[config.mk]
export PLATFORM = sky130hd
export DESIGN_NAME = bcd_conv_ctrl_flat
export DESIGN_NICKNAME = d
export VERILOG_FILES = /design/src/rtl/bcd_conv_ctrl_if.sv /design/src/rtl/bcd_conv_ctrl.sv /design/src/flat_wrapper.sv
export SDC_FILE = /design/constraint.sdc
export NUM_CORES = 1
export LEC_CHECK = 0
export ABC_AREA = 1
export CAP_MARGIN = 15
export CORE_UTILIZATION = 30
export DETAILED_ROUTE_END_ITERATION = 6
export PLACE_DENSITY = 0.56
export RECOVER_POWER = 100
export SYNTH_ARGS = -nofsm -noshare
export SYNTH_HDL_FRONTEND = slang
export SYNTH_SLANG_ARGS = --single-unit
[constraint.sdc]
create_clock -name clk -period 1.65 [get_ports clk]
set_input_delay 0.33 -clock clk [delete_from_list [all_inputs] [get_ports clk]]
set_output_delay 0.33 -clock clk [all_outputs]
set_load 0.05 [all_outputs]
[src/rtl/bcd_conv_ctrl_if.sv]
// ---------------------------------------------------------------------------
// bcd_conv_ctrl_if
//   Request/result bundle between a producer of binary operands and the
//   sequential binary-to-BCD converter.
//
//   start    producer -> converter   request a conversion (sampled in IDLE)
//   bin_in   producer -> converter   binary operand, BIN_W bits
//   busy     converter -> producer   conversion in progress
//   done     converter -> producer   one-cycle pulse, result valid from here
//   bcd_out  converter -> producer   packed BCD, digit 0 in [3:0]
//   ovf      converter -> producer   operand did not fit in DIGITS digits
//
//   master : the side issuing conversions (testbench / upstream adder)
//   slave  : the converter itself
// ---------------------------------------------------------------------------
interface bcd_conv_ctrl_if #(
    parameter int BIN_W  = 8,
    parameter int DIGITS = 3
);
    logic                  start;
    logic [BIN_W-1:0]      bin_in;
    logic                  busy;
    logic                  done;
    logic [4*DIGITS-1:0]   bcd_out;
    logic                  ovf;

    modport master (
        output start,
        output bin_in,
        input  busy,
        input  done,
        input  bcd_out,
        input  ovf
    );

    modport slave (
        input  start,
        input  bin_in,
        output busy,
        output done,
        output bcd_out,
        output ovf
    );
endinterface

[src/rtl/bcd_conv_ctrl.sv]
// ---------------------------------------------------------------------------
// bcd_conv_ctrl
//   Sequential binary-to-BCD converter using shift-and-add-3 (double dabble).
//   One shift register holds {BCD field, binary field}. Each of the BIN_W
//   iterations first corrects every BCD digit (digit >= 5 -> digit + 3) and
//   then shifts the whole register left by one. After the last shift the
//   BCD field is published together with an overflow flag that records
//   whether any 1 was shifted off the top of the BCD field.
//
//   Ports:
//     clk    rising-edge clock
//     rst_n  asynchronous active-low reset
//     bus    bcd_conv_ctrl_if.slave (start, bin_in, busy, done, bcd_out, ovf)
//
//   Timing: start accepted at edge k, done is high in the cycle after edge
//   k + 2*BIN_W; busy covers the cycles in between and drops with done.
// ---------------------------------------------------------------------------
module bcd_conv_ctrl #(
    parameter int BIN_W  = 8,
    parameter int DIGITS = 3
) (
    input  logic              clk,
    input  logic              rst_n,
    bcd_conv_ctrl_if.slave    bus
);

    localparam int BCD_W = 4 * DIGITS;
    localparam int SH_W  = BCD_W + BIN_W;
    localparam int CNT_W = $clog2(BIN_W + 1);

    typedef enum logic [1:0] {
        IDLE,
        CORRECT,
        SHIFT,
        DONE
    } state_t;

    state_t             state;
    state_t             state_next;

    logic [SH_W-1:0]    shreg;
    logic [CNT_W-1:0]   cnt;
    logic               ovf_acc;
    logic [BCD_W-1:0]   bcd_q;
    logic               ovf_q;

    logic [BCD_W-1:0]   bcd_field;
    logic [BCD_W-1:0]   bcd_corr;
    logic               last_shift;
    logic               busy_int;
    logic               done_int;

    assign bcd_field  = shreg[SH_W-1:BIN_W];
    assign last_shift = (cnt == CNT_W'(BIN_W - 1));

    // Add-3 correction of every digit; the 4-bit sum wraps on purpose so the
    // rule stays well defined even for digit codes 10..15.
    always_comb begin
        bcd_corr = bcd_field;
        for (int i = 0; i < DIGITS; i++) begin
            if (bcd_field[4*i +: 4] >= 4'd5) begin
                bcd_corr[4*i +: 4] = bcd_field[4*i +: 4] + 4'd3;
            end
        end
    end

    // State register.
    always_ff @(posedge clk or negedge rst_n) begin
        if (!rst_n) begin
            state <= IDLE;
        end else begin
            state <= state_next;
        end
    end

    // Next-state logic: CORRECT/SHIFT alternate until the BIN_W-th shift.
    always_comb begin
        state_next = state;
        case (state)
            IDLE:    if (bus.start) state_next = CORRECT;
            CORRECT: state_next = SHIFT;
            SHIFT:   state_next = last_shift ? DONE : CORRECT;
            DONE:    state_next = IDLE;
            default: state_next = IDLE;
        endcase
    end

    // Status outputs decoded from state only, so start/bin_in never reach
    // an output combinationally.
    always_comb begin
        busy_int = 1'b0;
        done_int = 1'b0;
        case (state)
            CORRECT, SHIFT: busy_int = 1'b1;
            DONE:           done_int = 1'b1;
            default:        ;
        endcase
    end

    // Datapath. The published result is captured on the final shift edge,
    // which is the edge that enters DONE, and then held until the next one.
    always_ff @(posedge clk or negedge rst_n) begin
        if (!rst_n) begin
            shreg   <= '0;
            cnt     <= '0;
            ovf_acc <= 1'b0;
            bcd_q   <= '0;
            ovf_q   <= 1'b0;
        end else begin
            case (state)
                IDLE: begin
                    if (bus.start) begin
                        shreg   <= {{BCD_W{1'b0}}, bus.bin_in};
                        cnt     <= '0;
                        ovf_acc <= 1'b0;
                    end
                end
                CORRECT: begin
                    shreg <= {bcd_corr, shreg[BIN_W-1:0]};
                end
                SHIFT: begin
                    shreg   <= {shreg[SH_W-2:0], 1'b0};
                    cnt     <= cnt + 1'b1;
                    ovf_acc <= ovf_acc | shreg[SH_W-1];
                    if (last_shift) begin
                        bcd_q <= shreg[BIN_W-1 +: BCD_W];
                        ovf_q <= ovf_acc | shreg[SH_W-1];
                    end
                end
                default: ;
            endcase
        end
    end

    assign bus.busy    = busy_int;
    assign bus.done    = done_int;
    assign bus.bcd_out = bcd_q;
    assign bus.ovf     = ovf_q;

endmodule

[src/flat_wrapper.sv]
// flat-port wrapper written by rule: the top's interface ports become plain ports
module bcd_conv_ctrl_flat 
#(
    parameter int BIN_W  = 8,
    parameter int DIGITS = 3
)
  (clk, rst_n, bus_start, bus_bin_in, bus_busy, bus_done, bus_bcd_out, bus_ovf);
  bcd_conv_ctrl_if #(.BIN_W(BIN_W), .DIGITS(DIGITS)) bus_i ();
  input  logic clk;
  input  logic rst_n;
  input wire logic [$bits(bus_i.start)-1:0] bus_start;
  input wire logic [$bits(bus_i.bin_in)-1:0] bus_bin_in;
  output wire logic [$bits(bus_i.busy)-1:0] bus_busy;
  output wire logic [$bits(bus_i.done)-1:0] bus_done;
  output wire logic [$bits(bus_i.bcd_out)-1:0] bus_bcd_out;
  output wire logic [$bits(bus_i.ovf)-1:0] bus_ovf;
  assign bus_i.start = bus_start;
  assign bus_i.bin_in = bus_bin_in;
  assign bus_busy = bus_i.busy;
  assign bus_done = bus_i.done;
  assign bus_bcd_out = bus_i.bcd_out;
  assign bus_ovf = bus_i.ovf;
  bcd_conv_ctrl #(.BIN_W(BIN_W), .DIGITS(DIGITS)) u_core (.clk(clk), .rst_n(rst_n), .bus(bus_i));
endmodule
======== Word-level counts from Yosys, hierarchy flattened ========
Cells that the tools add are included.
storage, ports and cells
  output and inout port bits .............. 15
  register bits after elaboration ......... 40
  input bits .............................. 11
cells by class
  equality and inequality tests ........... 8
  $add $sub $neg .......................... 4
  mux-type cells .......................... 14
  magnitude comparators ................... 3
  bitwise logic cells ..................... 2
  reduce and logical (&&, ||, !) cells .... 10
operator list
  kind                 count
  $pmux 20 s3          1
  $mux 20              1
  $mux 4               4
  $add 4x2->4 const B  3
  $ge 4x3->1 const B   3
  $reduce_and 3->1     4
  $pmux 2 s4           1
  $pmux 4 s2           1
  $ne 2x1->1 const B   3
  $add 4x1->4 const B  1
  $eq 2x2->1 const B   2
  $eq 4x3->1 const B   1
  $mux 2               2
  $reduce_and 2->1     2
  $mux 1               3
  $reduce_bool 3->1    1
  $eq 2x1->1 const B   1
  $logic_not 2->1      1
  $ne 2x2->1 const B   1
  $pmux 1 s2           1
  $reduce_bool 2->1    1
  $reduce_or 2->1      1
  $not 1->1            1
  $or 1x1->1           1

======== Depth between registers and ports, before layout ========
Gate-level depths: netlist of run 1.
  depth in word-level cells ............... 3
  mapped depth ............................ 10
  gate-level depth less buffers ........... 9

======== Worst setup path after synthesis of run 1 ========
No wires, ideal clock.
  path type ............................... reg2reg
  start point ............................. register u_core.state[1]
  end point ............................... register u_core.shreg[1]
  cell stages (with the launch flop) ...... 10
  required time ........................... 1.534 ns
  arrival ................................. 1.701 ns
  path slack .............................. -0.168 ns
  path buffers ............................ 2
  path through ............................ dfrtp_1 -> inv_1 -> ha_1 -> buf_2 -> inv_1 -> buf_4 -> nand2_1 -> o21ai_0 -> nand2_1 -> nand2_1
on the way
  word-level cells in the longest chain between the ends .. 3
  elaborated cells on any way between the ends .. 8
  classes of those cells .................. 3 x eq/ne; 1 x mux; 1 x bitwise; 3 x reduce/logical
ends and longest elaborated chain
  item                                                              RTL line              text
  from (decl)                                                       bcd_conv_ctrl.sv:38   state_t state;
  from (signal assigned)                                            bcd_conv_ctrl.sv:72   state <= state_next;
  $eq 2x2->1, or another cell as far along                          bcd_conv_ctrl.sv:110  case (state)
  $reduce_bool 2->1 (no source line), or another cell as far along  -
  $reduce_and 3->1 (no source line)                                 -
  to (signal assigned)                                              bcd_conv_ctrl.sv:113  shreg <= {{BCD_W{1'b0}}, bus.bin_in};
  to (signal assigned)                                              bcd_conv_ctrl.sv:119  shreg <= {bcd_corr, shreg[BIN_W-1:0]};
  to (signal assigned)                                              bcd_conv_ctrl.sv:122  shreg <= {shreg[SH_W-2:0], 1'b0};
  to (decl)                                                         bcd_conv_ctrl.sv:41   logic [SH_W-1:0] shreg;
Parallel ways exist; a longest one is shown, timed or not.
A chain may end at the register's enable or synchronous reset.

======== Worst setup path in the final report of run 1 ========
  start point ............................. register u_core.state[0]
  end point ............................... output bus_done
on the way
  word-level cells in the longest chain between the ends .. 2
ends and longest elaborated chain
  item        RTL line             text
  $eq 2x2->1  bcd_conv_ctrl.sv:93  case (state)
  $mux 1      bcd_conv_ctrl.sv:93
  to (decl)   flat_wrapper.sv:14   output wire logic [$bits(bus_i.done)-1:0] bus_done;
No other way between the ends.

==> impl_metrics.json, run 1 <==
{
  "wl_per_cell_um": 12.2,
  "clock.fmax_ghz": 0.629,
  "numCtsBuffers": 5,
  "synthCells": 271,
  "area_delta_synth_final_pct": 25.4,
  "die_h_um": 86.9,
  "cts_tree": "done",
  "critPathMaxFanout": 3,
  "num_rows": 30,
  "antenna_found_initial": 0,
  "power_leakage_uw": 0.00130,
  "cts_buffer_depth": 2,
  "clock_latency_ps": 290,
  "finalCriticalPeriod_ps": 1590,
  "ys_types": 24,
  "slew_headroom_pct": 35.7,
  "hp-class": "register to register",
  "clock-sinks": 40,
  "synth_top_family_by_area": "simple AND/OR/NAND/NOR gates",
  "core_sq_um": 6870,
  "io_pins": 26,
  "track_usage_pct": 14.0,
  "syn_nets": 293,
  "root_buffer": "clkbuf_8",
  "netlist_area_sq_um": 2160,
  "fin_area_sq_um": 2710,
  "post-route-drc-count": 0,
  "wl_mm": 4.95,
  "drive_gt1_share_pct": 15.5,
  "rsz0062_at_grt": "true",
  "end_kind": "output pin",
  "yosys-mux-area-fraction_pct": 0,
  "ant_nets": 0,
  "synth-simple-area-share_pct": 26.7,
  "setup_violations": 0,
  "nNetsFinal": 331,
  "cap_violations": 0,
  "whs_ps": 483,
  "clk_pin_slew_worst_paths_ps": 80,
  "required_ps": 1320,
  "grt_pass1_wl_mm": 8.14,
  "reg2reg_slack_ps": 100,
  "synth_xor_area_share_pct": 0,
  "finalHoldViolCount": 0,
  "gp_routability_congestion": 0.760,
  "power_uw": 4960,
  "port_buffers": 25,
  "arrival_ps": 1260,
  "worst_pin_slew_ps": 965,
  "synth_top_cell_by_area": "dfrtp_1",
  "fin_crit_sh_pct": 96.4,
  "avgSynthCellArea_sq_um": 7.99,
  "via_count": 1823,
  "viasPerCell": 4.49,
  "start_util_pct": 31.5,
  "slew_viol_final": 0,
  "yosys-top-cells-area": "dfrtp_1 46%, nand2_1 18%, ha_1 6.4%",
  "yosysSeqAreaShare_pct": 46.2,
  "status": "finished clean",
  "vdd_drop_max_uv": 1280,
  "critPathKind": "register to output pin",
  "drtIter0Drc": 135,
  "synth_compound_area_share_pct": 11.8,
  "yosys_warnings": 0,
  "startpoint_type": "register",
  "grt_max_degree": 25,
  "hpwl_mm": 3.37,
  "grt_pass1_vias": 1730,
  "p_per_area_nw_per_um2": 1830,
  "die_w_um": 86.9,
  "overflow": 0,
  "skew_ps": 3.34,
  "place_area_sq_um": 2590,
  "synth_top_cell_area_share_pct": 46.2,
  "fp.dieArea_sq_um": 7560,
  "ys_ff_latch": 40,
  "first_pass_iters": 4,
  "n_antenna_cell": 0,
  "synth-adder-area-share_pct": 6.36,
  "cts.htree.levels": 2,
  "fill_cells": 714,
  "setup_tns_ps": 0
}
[power by group]
group          internal (uW)  switching [uW]
logic                   1130            1730
clock network            340             342
registers               1220             201
total                   2690            2270
[sequential cells by signal (all words and copies together), names as in the netlist]
signal              cells
u_core.cnt              4
u_core.shreg           20
u_core.state            2
u_core.bus.ovf          1
u_core.bus.bcd_out     12
u_core.ovf_acc          1
[path summary, 6_finish.rpt]
check | startpoint | endpoint | cells past startpoint
worst max-delay path | u_core.state[0] | bus_done | 3
worst min-delay path | u_core.shreg[4] | u_core.shreg[4] | 2
worst max register to register | u_core.state[0] | u_core.shreg[13] | 7
worst min register to register | u_core.shreg[4] | u_core.shreg[4] | 2
max in group asynchronous | rst_n | u_core.shreg[3] | 3
min in group asynchronous | rst_n | u_core.bus.bcd_out[11] | 2
[repair_timing]
action	4_1_cts	5_1_grt
gates resized for setup	1	6
setup endpoints to repair	14	26
pin swaps	0	0
buffers inserted	0	0
hold buffers	1	0
cloned	1	2
hold endpoints to repair	16	0
[cell usage in the layout, fill, tap and decap left out, types with 4 or more instances in the layout]
cell	instances
nand3_1	15
clkdlybuf4s50_1	9
dfrtp_1	40
nand2_1	101
o22ai_1	9
o21ai_0	10
a21oi_1	6
inv_1	27
nand4_4	4
o21ai_2	4
buf_4	10
ha_1	8
buf_12	5
o21ai_1	11
nor2_1	10
clkbuf_2	4
clkbuf_8	6
clkbuf_1	11
[logic make-up (layout without fill, tap and decap cells)]
kind of cell    Yosys count  count (layout)
simple gates            136             139
compound gates           43              43
buf+inv                  41              77
flops                    40              40
fa+ha+maj                11              11
[final cells by class]
cell class	count	area [sq um]	share of cell area (%)
multi-input cells	193	1050	38.8
flip-flops and latches	40	1000	36.9
repair buffers	39	333	12.3
well taps	96	120	4.43
inverters	30	113	4.15
clock buffers	7	86.3	3.18
clock inverters	1	7.51	0.277
[per-stage QoR]
stage / std cells / setup WS (ps) / util, %
2_1_floorplan: 271 / 68.0 / -
3_3_place_gp: 394 / -35.8 / 37.7
5_1_grt: 406 / -47.8 / 39.5
6_report: 406 / 59.9 / 39.5
4_1_cts: 404 / 14.0 / 39.5
3_5_place_dp: 394 / -75.7 / 37.7
[layer usage]
layer  GRT usage [%]  vias up  part of all wire (%)
met1            18.2      828                    49
met4            3.79        0                  0.44
met5               0        -                     0
li1                -      952                     -
met3            3.60        2                   4.4
met2            22.9       41                    46
[worst max-delay path, stage by stage (launching register included)]
cell and delay (ps):
dfrtp_1 410, buf_4 150, ha_1 250, buf_12 170
[Yosys cell counts]
master and instances:
buf_2 6, a21oi_1 6, ha_1 11, o21ai_0 12, nand2_2 2, nor2_4 1
inv_2 3, o21ai_2 4, o31ai_1 1, o21ai_4 1, nand3_2 1, nand3_1 15
nand4_4 1, o21ai_1 9, buf_4 2, nand4_1 2, buf_6 3, nand2_1 101
dfrtp_1 40, nor2_1 10, a31oi_1 1, nor2_2 3, inv_1 27, o22ai_1 9
Power figures use the tool's default switching activity.
==> run 2: changes to the inputs <==
Settings changed: SKIP_CTS_REPAIR_TIMING from default to 1.
==> run 2 against run 1 <==
  * Die area did not move
  * Sequential share of layout area did not move
  * Non-clock buffer count did not move
  * Total power rose by 0.15%
  * Maximum frequency fell by 0.34%
  * Clock skew fell by 1.2 ps
  * Register-to-register slack barely moved
  * Worst setup slack got worse by 5.4 ps
  * Utilization did not move
  * Count of clock-buffer cells in the layout did not move
  * Global-route usage fell by 0.69 points
==> impl_metrics.json, run 2 (synthesized netlist as in run 1, its figures left out) <==
{
  "status": "finished clean",
  "wl_met3_um": 205,
  "rsz0062_at_grt": "true",
  "p_per_area_nw_per_um2": 1830,
  "setup_violations": 0,
  "wl_met1_mm": 2.42,
  "rr_startpoint": "u_core.state[0]",
  "drive_gt1_share_pct": 15.5,
  "clock_latency_ps": 290,
  "grt_max_degree": 28,
  "finalHoldViolCount": 0,
  "core_sq_um": 6870,
  "nNetsFinal": 331,
  "crit_chain": "buf_4, ha_1, buf_12",
  "cpMaxStageDelayCell": "dfrtp_1",
  "track_usage_pct": 13.3,
  "final_common_cell": "nand2_1",
  "setup_tns_ps": 0,
  "gp_routability_congestion": 0.760,
  "via_count": 1825,
  "rr_endpoint": "u_core.shreg[11]",
  "cts.htree.levels": 2,
  "cts_buffer_depth": 2,
  "largest_register": "u_core.shreg",
  "largest_reg_flops": 20,
  "worst_pin_slew_ps": 964,
  "area_delta_synth_final_pct": 25.4,
  "dr_wl_met2_mm": 2.28,
  "finalCriticalPeriod_ps": 1600,
  "crit_family": "flip-flops",
  "clock-sinks": 40,
  "startpoint_type": "register",
  "slew_viol_final": 0,
  "wl_mm": 4.95,
  "antenna_found_initial": 0,
  "skew_ps": 2.10,
  "final_cell_mix": "101 x nand2_1, 40 x dfrtp_1, 27 x inv_1",
  "arrival_ps": 1270,
  "endpoint": "bus_done",
  "root_buffer": "clkbuf_8",
  "power_leakage_uw": 0.00130,
  "startpoint": "u_core.state[0]",
  "grt_pass1_wl_mm": 7.82,
  "die_w_um": 86.9,
  "fp.dieArea_sq_um": 7560,
  "end_kind": "output pin",
  "start_util_pct": 31.5,
  "reg2reg_slack_ps": 100,
  "first_pass_iters": 4,
  "hpwl_mm": 3.37,
  "fin_crit_sh_pct": 96.7,
  "die_h_um": 86.9,
  "io_pins": 26,
  "num_rows": 30,
  "viasPerCell": 4.50,
  "worstRegToRegCells": 7,
  "highest_layer": "met4",
  "post-route-drc-count": 0,
  "clk_pin_slew_worst_paths_ps": 80,
  "clock.fmax_ghz": 0.627,
  "fill_cells": 716,
  "slew_headroom_pct": 35.7,
  "cp_num_cells": 3,
  "crit_buf_inv": 2,
  "port_buffers": 25,
  "cpPeakStageDelay_ps": 410,
  "hp-class": "register to register",
  "grt_pass1_vias": 1691,
  "ant_nets": 0,
  "wl_per_cell_um": 12.2,
  "overflow": 0,
  "final_util_pct": 39.5,
  "numCtsBuffers": 5,
  "drtIter0Drc": 105,
  "required_ps": 1320,
  "critPathMaxFanout": 3,
  "n_antenna_cell": 0,
  "vdd_drop_max_uv": 1280,
  "critPathKind": "register to output pin",
  "cts_tree": "done",
  "cap_violations": 0
}
run 2: cell type report:
cell class	instances	area (sq um)	share of cell area, %
clock buffer	7	86.3	3.18
clock inverter	1	7.51	0.277
inverter	30	113	4.15
multi-input combinational	193	1050	38.8
sequential	40	1000	36.9
tap	96	120	4.43
timing repair buffer	39	333	12.3
run 2: through the flow:
stage | setup slack (ps) | cell area, sq um | hold WS [ps] | std cells | power [uW]
3_5_place_dp | -75.7 | 2590 | 278 | 394 | 4260
2_1_floorplan | 68.0 | 2180 | 34.4 | 271 | 3340
4_1_cts | -86.7 | 2680 | -34.0 | 402 | 4960
3_3_place_gp | -35.8 | 2590 | 281 | 394 | 4250
5_1_grt | -47.7 | 2710 | 515 | 406 | 5360
6_report | 54.5 | 2710 | 483 | 406 | 4970
run 2: worst min-delay path by stage:
stage                    startpoint  cells past startpoint                endpoint  slack, ps
finish              u_core.shreg[4]                      2         u_core.shreg[4]        480
detailed placement            rst_n                      1         u_core.shreg[9]        280
global route        u_core.shreg[5]                      2         u_core.shreg[5]        510
global placement              rst_n                      1   u_core.bus.bcd_out[2]        280
floorplan                     rst_n                      0   u_core.bus.bcd_out[0]         30
CTS                           rst_n                      1  u_core.bus.bcd_out[11]        -30
run 2: layer usage:
layer  track usage, %  vias to the layer above
met5                0                        -
met2             22.0                       36
met1             17.4                      831
met3             3.22                        6
li1                 -                      952
met4             3.18                        0
run 2: worst min-delay path, delay by kind of cell, from the launching register on:
family	cells	cell delay, ps
DFF	1	350
and+or+nand+nor	2	100
run 2: where the power goes:
part / internal (uW) / switching (uW) / total [uW]
registers: 1220 / 202 / 1420
logic: 1130 / 1730 / 2860
clock network: 340 / 347 / 688
